## config.mk

```make
export PLATFORM = sky130hd
export DESIGN_NAME = adder_result_stage
export DESIGN_NICKNAME = d
export VERILOG_FILES = /design/src/rtl/adder_result_stage.sv
export SDC_FILE = /design/constraint.sdc
export NUM_CORES = 1
export LEC_CHECK = 0
export CAP_MARGIN = 20
export CORE_UTILIZATION = 45
export DETAILED_ROUTE_END_ITERATION = 16
export PLACE_DENSITY = 0.74
export SLEW_MARGIN = 10
export SYNTH_ARGS = -nofsm -noshare
export SYNTH_HDL_FRONTEND = slang
export SYNTH_SLANG_ARGS = --single-unit
```

## constraint.sdc

```tcl
create_clock -name clk -period 2.2 [get_ports clk]
set_input_delay 0.66 -clock clk [delete_from_list [all_inputs] [get_ports clk]]
set_output_delay 0.66 -clock clk [all_outputs]
set_load 0.01 [all_outputs]
```

## src/rtl/adder_result_stage.sv

```systemverilog
// adder_result_stage: registered flag/handshake stage after the carry-select adder.
// Optional STICKY_FLAGS_EN adds sticky_cv {C_sticky, V_sticky}.
module adder_result_stage #(
  parameter int WIDTH = 32,
  parameter int CNT_W = 16
) (
  input  logic             clk,
  input  logic             rst_n,
  input  logic             in_valid,
  output logic             in_ready,
  input  logic             a_msb,
  input  logic             b_msb,
  input  logic [WIDTH-1:0] sum,
  input  logic             cout,
  output logic             out_valid,
  input  logic             out_ready,
  output logic [WIDTH-1:0] out_sum,
  output logic [3:0]       out_flags,
  output logic [CNT_W-1:0] result_cnt,
  output logic [CNT_W-1:0] ovf_cnt,
  input  logic             clr_stats
`ifdef STICKY_FLAGS_EN
  ,
  output logic [1:0]       sticky_cv
`endif
);

  typedef enum logic [1:0] {
    EMPTY = 2'd0,
    ONE   = 2'd1,
    FULL  = 2'd2
  } state_e;

  state_e           state_q, state_d;
  logic             in_ready_q, in_ready_d;
  logic [WIDTH-1:0] main_sum_q, main_sum_d;
  logic [3:0]       main_flg_q, main_flg_d;
  logic [WIDTH-1:0] skid_sum_q, skid_sum_d;
  logic [3:0]       skid_flg_q, skid_flg_d;
  logic [CNT_W-1:0] res_cnt_q, res_cnt_d;
  logic [CNT_W-1:0] ovf_cnt_q, ovf_cnt_d;
  logic             in_fire;
  logic             out_fire;
  logic [3:0]       flg_in;
  logic             v_in;

  // Flags of the incoming result and handshake strobes
  always_comb begin
    v_in     = (a_msb == b_msb) && (sum[WIDTH-1] != a_msb);
    flg_in   = {(sum == '0), sum[WIDTH-1], cout, v_in};
    in_fire  = in_valid && in_ready_q;
    out_fire = (state_q != EMPTY) && out_ready;
  end

  // Two-entry FIFO control: main drives out_*, skid absorbs backpressure
  always_comb begin
    state_d    = state_q;
    main_sum_d = main_sum_q;
    main_flg_d = main_flg_q;
    skid_sum_d = skid_sum_q;
    skid_flg_d = skid_flg_q;
    unique case (state_q)
      EMPTY: begin
        if (in_fire) begin
          main_sum_d = sum;
          main_flg_d = flg_in;
          state_d    = ONE;
        end
      end
      ONE: begin
        if (in_fire && out_fire) begin
          main_sum_d = sum;
          main_flg_d = flg_in;
        end else if (in_fire) begin
          skid_sum_d = sum;
          skid_flg_d = flg_in;
          state_d    = FULL;
        end else if (out_fire) begin
          state_d = EMPTY;
        end
      end
      FULL: begin
        if (out_fire) begin
          main_sum_d = skid_sum_q;
          main_flg_d = skid_flg_q;
          state_d    = ONE;
        end
      end
      default: state_d = EMPTY;
    endcase
    in_ready_d = (state_d != FULL);
  end

  // Statistics: clear beats increment, overflow count saturates
  always_comb begin
    res_cnt_d = res_cnt_q;
    ovf_cnt_d = ovf_cnt_q;
    if (clr_stats) begin
      res_cnt_d = '0;
      ovf_cnt_d = '0;
    end else if (in_fire) begin
      res_cnt_d = res_cnt_q + CNT_W'(1);
      if (v_in && (ovf_cnt_q != '1))
        ovf_cnt_d = ovf_cnt_q + CNT_W'(1);
    end
  end

  // State, data and counter registers
  always_ff @(posedge clk or negedge rst_n) begin
    if (!rst_n) begin
      state_q    <= EMPTY;
      in_ready_q <= 1'b1;
      main_sum_q <= '0;
      main_flg_q <= '0;
      skid_sum_q <= '0;
      skid_flg_q <= '0;
      res_cnt_q  <= '0;
      ovf_cnt_q  <= '0;
    end else begin
      state_q    <= state_d;
      in_ready_q <= in_ready_d;
      main_sum_q <= main_sum_d;
      main_flg_q <= main_flg_d;
      skid_sum_q <= skid_sum_d;
      skid_flg_q <= skid_flg_d;
      res_cnt_q  <= res_cnt_d;
      ovf_cnt_q  <= ovf_cnt_d;
    end
  end

`ifdef STICKY_FLAGS_EN
  logic [1:0] sticky_q, sticky_d;

  // Sticky C/V: a set in the same cycle as a clear wins
  always_comb begin
    sticky_d = clr_stats ? 2'b00 : sticky_q;
    if (in_fire)
      sticky_d = sticky_d | {cout, v_in};
  end

  // Sticky register
  always_ff @(posedge clk or negedge rst_n) begin
    if (!rst_n) sticky_q <= 2'b00;
    else        sticky_q <= sticky_d;
  end

  assign sticky_cv = sticky_q;
`endif

  assign in_ready   = in_ready_q;
  assign out_valid  = (state_q != EMPTY);
  assign out_sum    = main_sum_q;
  assign out_flags  = main_flg_q;
  assign result_cnt = res_cnt_q;
  assign ovf_cnt    = ovf_cnt_q;

endmodule

```

Word-level counts from Yosys, hierarchy flattened

Cells that the tools add are included.

Output and inout port bits: 70
Register bits after elaboration: 107
Bits of input ports: 40

Reduce and logical (&&, ||, !) cells: 14
Bitwise gates (word level): 1
Add/subtract/negate cells: 2
Muxes and demuxes: 19
Eq/ne operators: 9

Operator list:

| kind                                                                   | count |
|---|---|
| 32-bit 2-to-1 mux                                                      | 3 |
| 32-bit one-hot mux with 3 select lines                                 | 1 |
| 16-bit 2-to-1 mux                                                      | 5 |
| 16-bit by 1-bit adder with 16-bit output (second input constant)       | 2 |
| 32-bit zero test                                                       | 1 |
| 16-bit != test (second input constant)                                 | 1 |
| 4-bit 2-to-1 mux                                                       | 3 |
| 4-bit one-hot mux with 3 select lines                                  | 1 |
| 2-bit 2-to-1 mux                                                       | 5 |
| 2-bit != test (second input constant)                                  | 4 |
| 2-bit one-hot mux with 3 select lines                                  | 1 |
| 2-bit nonzero test                                                     | 3 |
| 1-bit logical AND                                                      | 5 |
| 4-bit AND reduction                                                    | 1 |
| 3-bit AND reduction                                                    | 1 |
| 3-bit nonzero test                                                     | 1 |
| 2-bit by 1-bit equality test with 1-bit output (second input constant) | 1 |
| 2-bit equality test (second input constant)                            | 1 |
| 2-bit zero test                                                        | 1 |
| 2-bit AND reduction                                                    | 1 |
| 1-bit equality test                                                    | 1 |
| 1-bit != test                                                          | 1 |
| 1-bit inverter                                                         | 1 |

Logic depth before layout (Yosys ltp)

Gate-level depths: netlist of the first run.

Depth in word-level cells: 7
Depth in mapped cells: 6

Worst setup path after synthesis of the first run

OpenSTA, ideal clock, no wires.

Kind: input-to-reg
Start point: input b_msb
End point: register ovf_cnt_q[6], in the netlist ovf_cnt[6]
Path buffers: 1
Path slack: 0.030 ns
Data required time: 2.075 ns
Stages: 5
Arrival time: 2.046 ns
Cells stage by stage: or3b_4 > a21o_2 > buf_2 > nor4_1 > mux2_2

Word-level cells in the longest chain between the ends: 5

RTL lines:

| what                          | line | source |
|---|---|---|
| from (decl)                   | 12   | `input logic b_msb,` |
| 1-bit equality test           | 49   | `v_in = (a_msb == b_msb) && (sum[WIDTH-1] != a_msb);` |
| 1-bit logical AND             | 49   |  |
| 1-bit logical AND             | 103  | `if (v_in && (ovf_cnt_q != '1))` |
| 2-bit nonzero test (no line)  | --   |  |
| 2-bit AND reduction (no line) | --   |  |
| to (signal assigned)          | 127  | `ovf_cnt_q <= ovf_cnt_d;` |
| to (decl)                     | 41   | `logic [CNT_W-1:0] ovf_cnt_q, ovf_cnt_d;` |

Every way passes these cells.
A chain may end at the register's enable or synchronous reset.

Worst setup path in the final report of the first run

Start point: input sum[31]
End point: register ovf_cnt_q[12], in the netlist ovf_cnt[12]

Word-level cells in the longest chain between the ends: 5

RTL lines:

| what                          | line | source |
|---|---|---|
| from (decl)                   | 13   | `input logic [WIDTH-1:0] sum,` |
| 1-bit != test                 | 49   |  |
| 1-bit logical AND             | 49   |  |
| 1-bit logical AND             | 103  |  |
| 2-bit nonzero test (no line)  | --   |  |
| 2-bit AND reduction (no line) | --   |  |

Every way passes these cells.

==> flow_metrics.env, run 1 <==
export IMPL_regToRegStartpoint="ovf_cnt[0]"
export IMPL_holdWs_ns=0.209
export IMPL_clockBufferDepth=2
export IMPL_finalCriticalPeriod_ns=2.13
export IMPL_detail_route_iter0_violations=144
export IMPL_critPathRequiredTime_ns=2.47
export IMPL_htree_levels=3
export IMPL_synthFlopType="dfrtp_1"
export IMPL_critPathCaptureType="register"
export IMPL_cts_root_buffer="clkbuf_8"
export IMPL_syn2layout_area_growth_pct=37.7
export IMPL_pre_cts_slack_ns=-0.638
export IMPL_ant_nets=0
export IMPL_vias=4146
export IMPL_final_hold_violation_count=0
export IMPL_synthTopCellsByArea="dfrtp_1, mux2_2, nand2_1, a31oi_1, nor2_1"
export IMPL_yosysMostFrequentCell="dfrtp_1"
export IMPL_tightest_slew_ns=0.438
export IMPL_rsz0062_at_grt="no"
export IMPL_finClkSkew_ns=0.0164
export IMPL_n_antenna_cell=0
export IMPL_routabilityCongestion=0.826
export IMPL_synthCells=477
export IMPL_synth_common_cells="dfrtp_1, nand2_1, nor2_1"
export IMPL_yosysWarnings=0
export IMPL_synth_top_area_cell="dfrtp_1"
export IMPL_die_area_mm2=0.0111
export IMPL_worst_path_max_fanout=6
export IMPL_port_buffers=109
export IMPL_synth_area_mm2=0.00480
export IMPL_r2r_setup_slack_ns=0.31
export IMPL_clkLatencyLatePin_ns=0.36
export IMPL_syn_nets=519
export IMPL_cp_start_kind="primary input"
export IMPL_reg2reg_to="ovf_cnt[12]"
export IMPL_drive_gt1_share_pct=18.9
export IMPL_antenna_found_initial=0
export IMPL_routedWlPerCell_um=15.0
export IMPL_power_leakage_nw=2.66
export IMPL_core_area_mm2=0.0103
export IMPL_postSynthAreaPerCell_um2=10.1
export IMPL_setup_slack_ns=0.0658
export IMPL_clkSinkCount=105
export IMPL_pin_count=110
export IMPL_cap_violations=0
export IMPL_slew_viol_final=0
export IMPL_cp_arrival_ns=2.40
export IMPL_ys_ff_latch=105
export IMPL_yosysSeqAreaShare_pct=54.7
export IMPL_power_density_mw_per_mm2=958
export IMPL_die_w_um=105
export IMPL_grt_pass1_wl_um=19500
export IMPL_initial_core_util_pct=46.5
export IMPL_finalCritPeriodShare_pct=97.0
export IMPL_rows=37
export IMPL_grt_overflow=0
export IMPL_grtUsageTotal_pct=21.5
export IMPL_ys_types=44
export IMPL_r2r_cells=5
export IMPL_wirelength_um=11400
export IMPL_yosysTopAreaCellShare_pct=54.2
export IMPL_status="finished clean"
export IMPL_synth_edf_count=0
export IMPL_cts_tree="yes"
export IMPL_peakVddDrop_uv=525
export IMPL_via_per_inst=5.48
export IMPL_finalNetCount=657
export IMPL_critical_path_class="in2reg"
export IMPL_numCtsBuffers=9
export IMPL_finalSetupViolCount=0
export IMPL_clk_transition_reported_paths_ns=0.11
export IMPL_remaining_drc_errors=0
export IMPL_die_h_um=105
export IMPL_dpl_hpwl_um=8070
export IMPL_async_flop_share_pct=100
export IMPL_clock_fmax_mhz=469
export IMPL_grt_pass1_vias=4143
export IMPL_grt_max_degree=44
export IMPL_first_pass_iters=4
export IMPL_hp_class="in2async"
export IMPL_holdBufCountCts=0
export IMPL_relSlewSlack_pct=70.7
-- worst max path at each step --
| stage | startpoint | to | slack, ns | depth (start not counted) |
|---|---|---|---|---|
| after CTS | in_valid | skid_sum_q[1] | 0.04 | 6 |
| after global placement | sum[31] | ovf_cnt[12] | -0.58 | 5 |
| after floorplan | b_msb | ovf_cnt[6] | 0.03 | 5 |
| after detailed placement | sum[31] | ovf_cnt[14] | -0.64 | 5 |
| final | sum[31] | ovf_cnt[12] | 0.07 | 5 |
| after global routing | in_valid | out_sum[11] | 0.01 | 9 |
-- timing repair --
item | in CTS | in global routing
gates resized for setup | 11 | 3
setup buffers | 1 | 0
setup endpoints to repair | 16 | 56
pin swaps | 8 | 0
gates cloned | 1 | 0
-- worst max-delay path, cell delays in order --
cell and delay, ns:
clkdlybuf4s15_1 0.27, or3b_4 0.44, a211o_4 0.38, or4_1 0.50, a21oi_1 0.14
-- placed cells by master, fill, tap and decap left out, drive strengths merged, types with 15 or more instances in the layout --
master	Yosys	routed
nor4	15	15
a21oi	20	20
nor2	53	53
nand2	81	81
mux2	36	36
buf	9	47
dfrtp	104	104
a31oi	34	34
clkdlybuf4s50	0	103
-- through the flow --
stage               area, µm²  utilization [%]  std cells  setup TNS, ns  power (mW)
detailed placement       6380             61.8        738         -27.93        5.25
CTS                      6610             64.0        756              0        6.39
floorplan                4800                -        477              0        3.99
finish                   6620             64.1        756              0        6.34
global placement         6380             61.8        738         -27.19        5.16
global route             6620             64.1        756              0        6.74
-- where the power goes --
part / total, mW / switching, mW / internal, mW
Combinational: 2.26 / 0.935 / 1.32
Clock: 1.15 / 0.711 / 0.435
Sequential: 2.94 / 0.358 / 2.58
Total: 6.34 / 2.00 / 4.34
-- sequential cells by signal, indices dropped and copies added, names as in the netlist --
signal,count
in_ready,1
out_flags,4
out_sum,31
ovf_cnt,16
result_cnt,16
skid_flg_q,4
skid_sum_q,31
state_q,2
-- cells by family (layout without fill, tap and decap cells) --
logic type / after synthesis / after routing / share of synthesized area [%]
xor gates and xnor gates: 12 / 12 / 2.19
buffers and inverters: 32 / 174 / 2.89
AOI/OAI and AO/OA: 85 / 86 / 11.2
adders and majority gates: 2 / 2 / 0.521
and+or+nand+nor: 205 / 205 / 20.1
muxes: 36 / 36 / 8.44
DFF: 105 / 105 / 54.7
-- area by class of cell --
class | count | area, µm²
Clock buffer | 9 | 124
Tap cell | 136 | 170
Fill cell | 855 | 3710
Inverter | 3 | 11.3
Multi-Input combinational cell | 341 | 2100
Sequential cell | 105 | 2630
Timing Repair Buffer | 155 | 1520
Clock inverter | 7 | 61.3
-- layer usage --
metal	GRT usage (%)	share of wire (%)	wire [µm]
met4	6.34	1.2	135
met2	35.8	49	5520
met3	3.77	5.6	632
met5	0	0	0
met1	28.9	45	5080
Power figures use the tool's default switching activity.
==> run 2, diff against run 1 <==
--- a/config.mk
+++ b/config.mk
@@ -8,6 +8,7 @@
 export CAP_MARGIN = 20
 export CORE_UTILIZATION = 45
 export DETAILED_ROUTE_END_ITERATION = 16
+export HOLD_SLACK_MARGIN = 0.12
 export PLACE_DENSITY = 0.74
 export SLEW_MARGIN = 10
 export SYNTH_ARGS = -nofsm -noshare
==> results of run 2 <==
The final DEF is identical to that of run 1; final timing and power are the same.
==> RTL edit, RTL diff (settings of run 1) <==
Build with the macro `STICKY_FLAGS_EN` defined.
--- a/src/rtl/adder_result_stage.sv
+++ b/src/rtl/adder_result_stage.sv
@@ -1,5 +1,7 @@
 // adder_result_stage: registered flag/handshake stage after the carry-select adder.
 // Optional STICKY_FLAGS_EN adds sticky_cv {C_sticky, V_sticky}.
+`define STICKY_FLAGS_EN
+
 module adder_result_stage #(
   parameter int WIDTH = 32,
   parameter int CNT_W = 16
Behaviour (old outputs only; new: sticky_cv): unchanged (Yosys induction, for registers that start in step).
==> RTL edit against run 1 <==
Die area up 1.8%. Count of clock-buffer cells in the layout unchanged. First-iteration DRC count up 28%. Final area up 1.9%. Sequential share of layout area about the same. Power up 2.5%. Sequential cell count up 2. Area after synthesis up 1.9%. Wire length up 8.1%. Worst hold slack better by 0.063 ns. Fmax down 0.16%. Setup slack worse by 0.0034 ns. Synthesized cell count up 2.3%. Critical endpoint is now in_ready. Largest power group unchanged.
==> RTL edit: results (changes against run 1) <==
[finish]
layout-drive-gt1-share_pct=19.2  ; +0.32 points
final_nets=678  ; +3.2%

[power_and_ir_drop]
ir_drop_mv=0.802  ; +53%
p_leak_nw=2.80  ; +5.1%
comb_power_share_pct=35.0  ; -0.6 points

[place]
io_buffers=111  ; +1.8%
placedCellCount=755  ; +2.3%
pre_cts_slack_ns=-0.693  ; -0.0549 ns
routabilityCongestion=0.821  ; -0.58%
postPlaceCellArea_um2=6490  ; +1.7%

[critical_path]
crit_end=in_ready
path_max_fanout=4  ; -2
max_stage_delay_ns=0.58  ; +0.08 ns
crit-reg2reg-launch=in_ready
rr_worst_depth=6  ; +1
r2r_end=skid_sum_q[23]
cp_top_family=flip-flops
cpMaxStageDelayCell=dfstp_2

[synth]
synth_area_per_cell_um2=10.0  ; -0.42%
synth_xor_area_share_pct=1.97  ; -0.22 points
synth.area.mux_share_pct=8.95  ; +0.51 points
syn-num-nets=530  ; +2.1%

[global_route]
groute.usage.overall_pct=22.7  ; +1.2 points
grt_max_degree=41  ; -6.8%
grt_pass1_wl_um=20200  ; +3.8%
grt_pass1_vias=4162  ; +0.46%

[sta]
max_slew_margin_pct=62.3  ; -8.3 points
hold_ws_ns=0.271  ; +0.0626 ns
skew_ns=0.0103  ; -0.00613 ns

[detailed_routing]
via_per_inst=5.49  ; +0.11%
wl_per_cell_um=15.8  ; +5.2%

[outcome]
status=completed

RTL edit: cell types whose count changed after synthesis, sizes merged, moves of 3 or more:
| cell | change |
|---|---|
| clkbuf | +3 |
| nor4 | -4 |
| xnor2 | -4 |
| xor2 | +3 |
| buf | -3 |
| o31ai | -3 |
| nand3 | +3 |
| and3 | +4 |
RTL edit: final cells by class:
class                           count  area, um^2  share of cell area (%)
Timing Repair Buffer              166        1580                    23.4
Tap cell                          136         170                    2.52
Clock buffer                        9         124                    1.84
Inverter                            5        18.8                   0.278
Multi-Input combinational cell    347        2100                    31.1
Sequential cell                   107        2680                    39.7
Clock inverter                      7        73.8                    1.09
RTL edit: metal layers:
metal,global-route usage (%),up-vias,routed length (um)
li1,-,2035,-
met1,31.4,2115,5660
met2,36.7,106,5920
met3,4.11,10,598
met4,6.15,0,108
met5,0,-,0
RTL edit: timing repair:
action                                  in CTS  in global routing
setup buffers                                4                  2
gates resized for setup                     10                  3
endpoints found under the setup margin      17                 10
pin swaps                                    3                  0
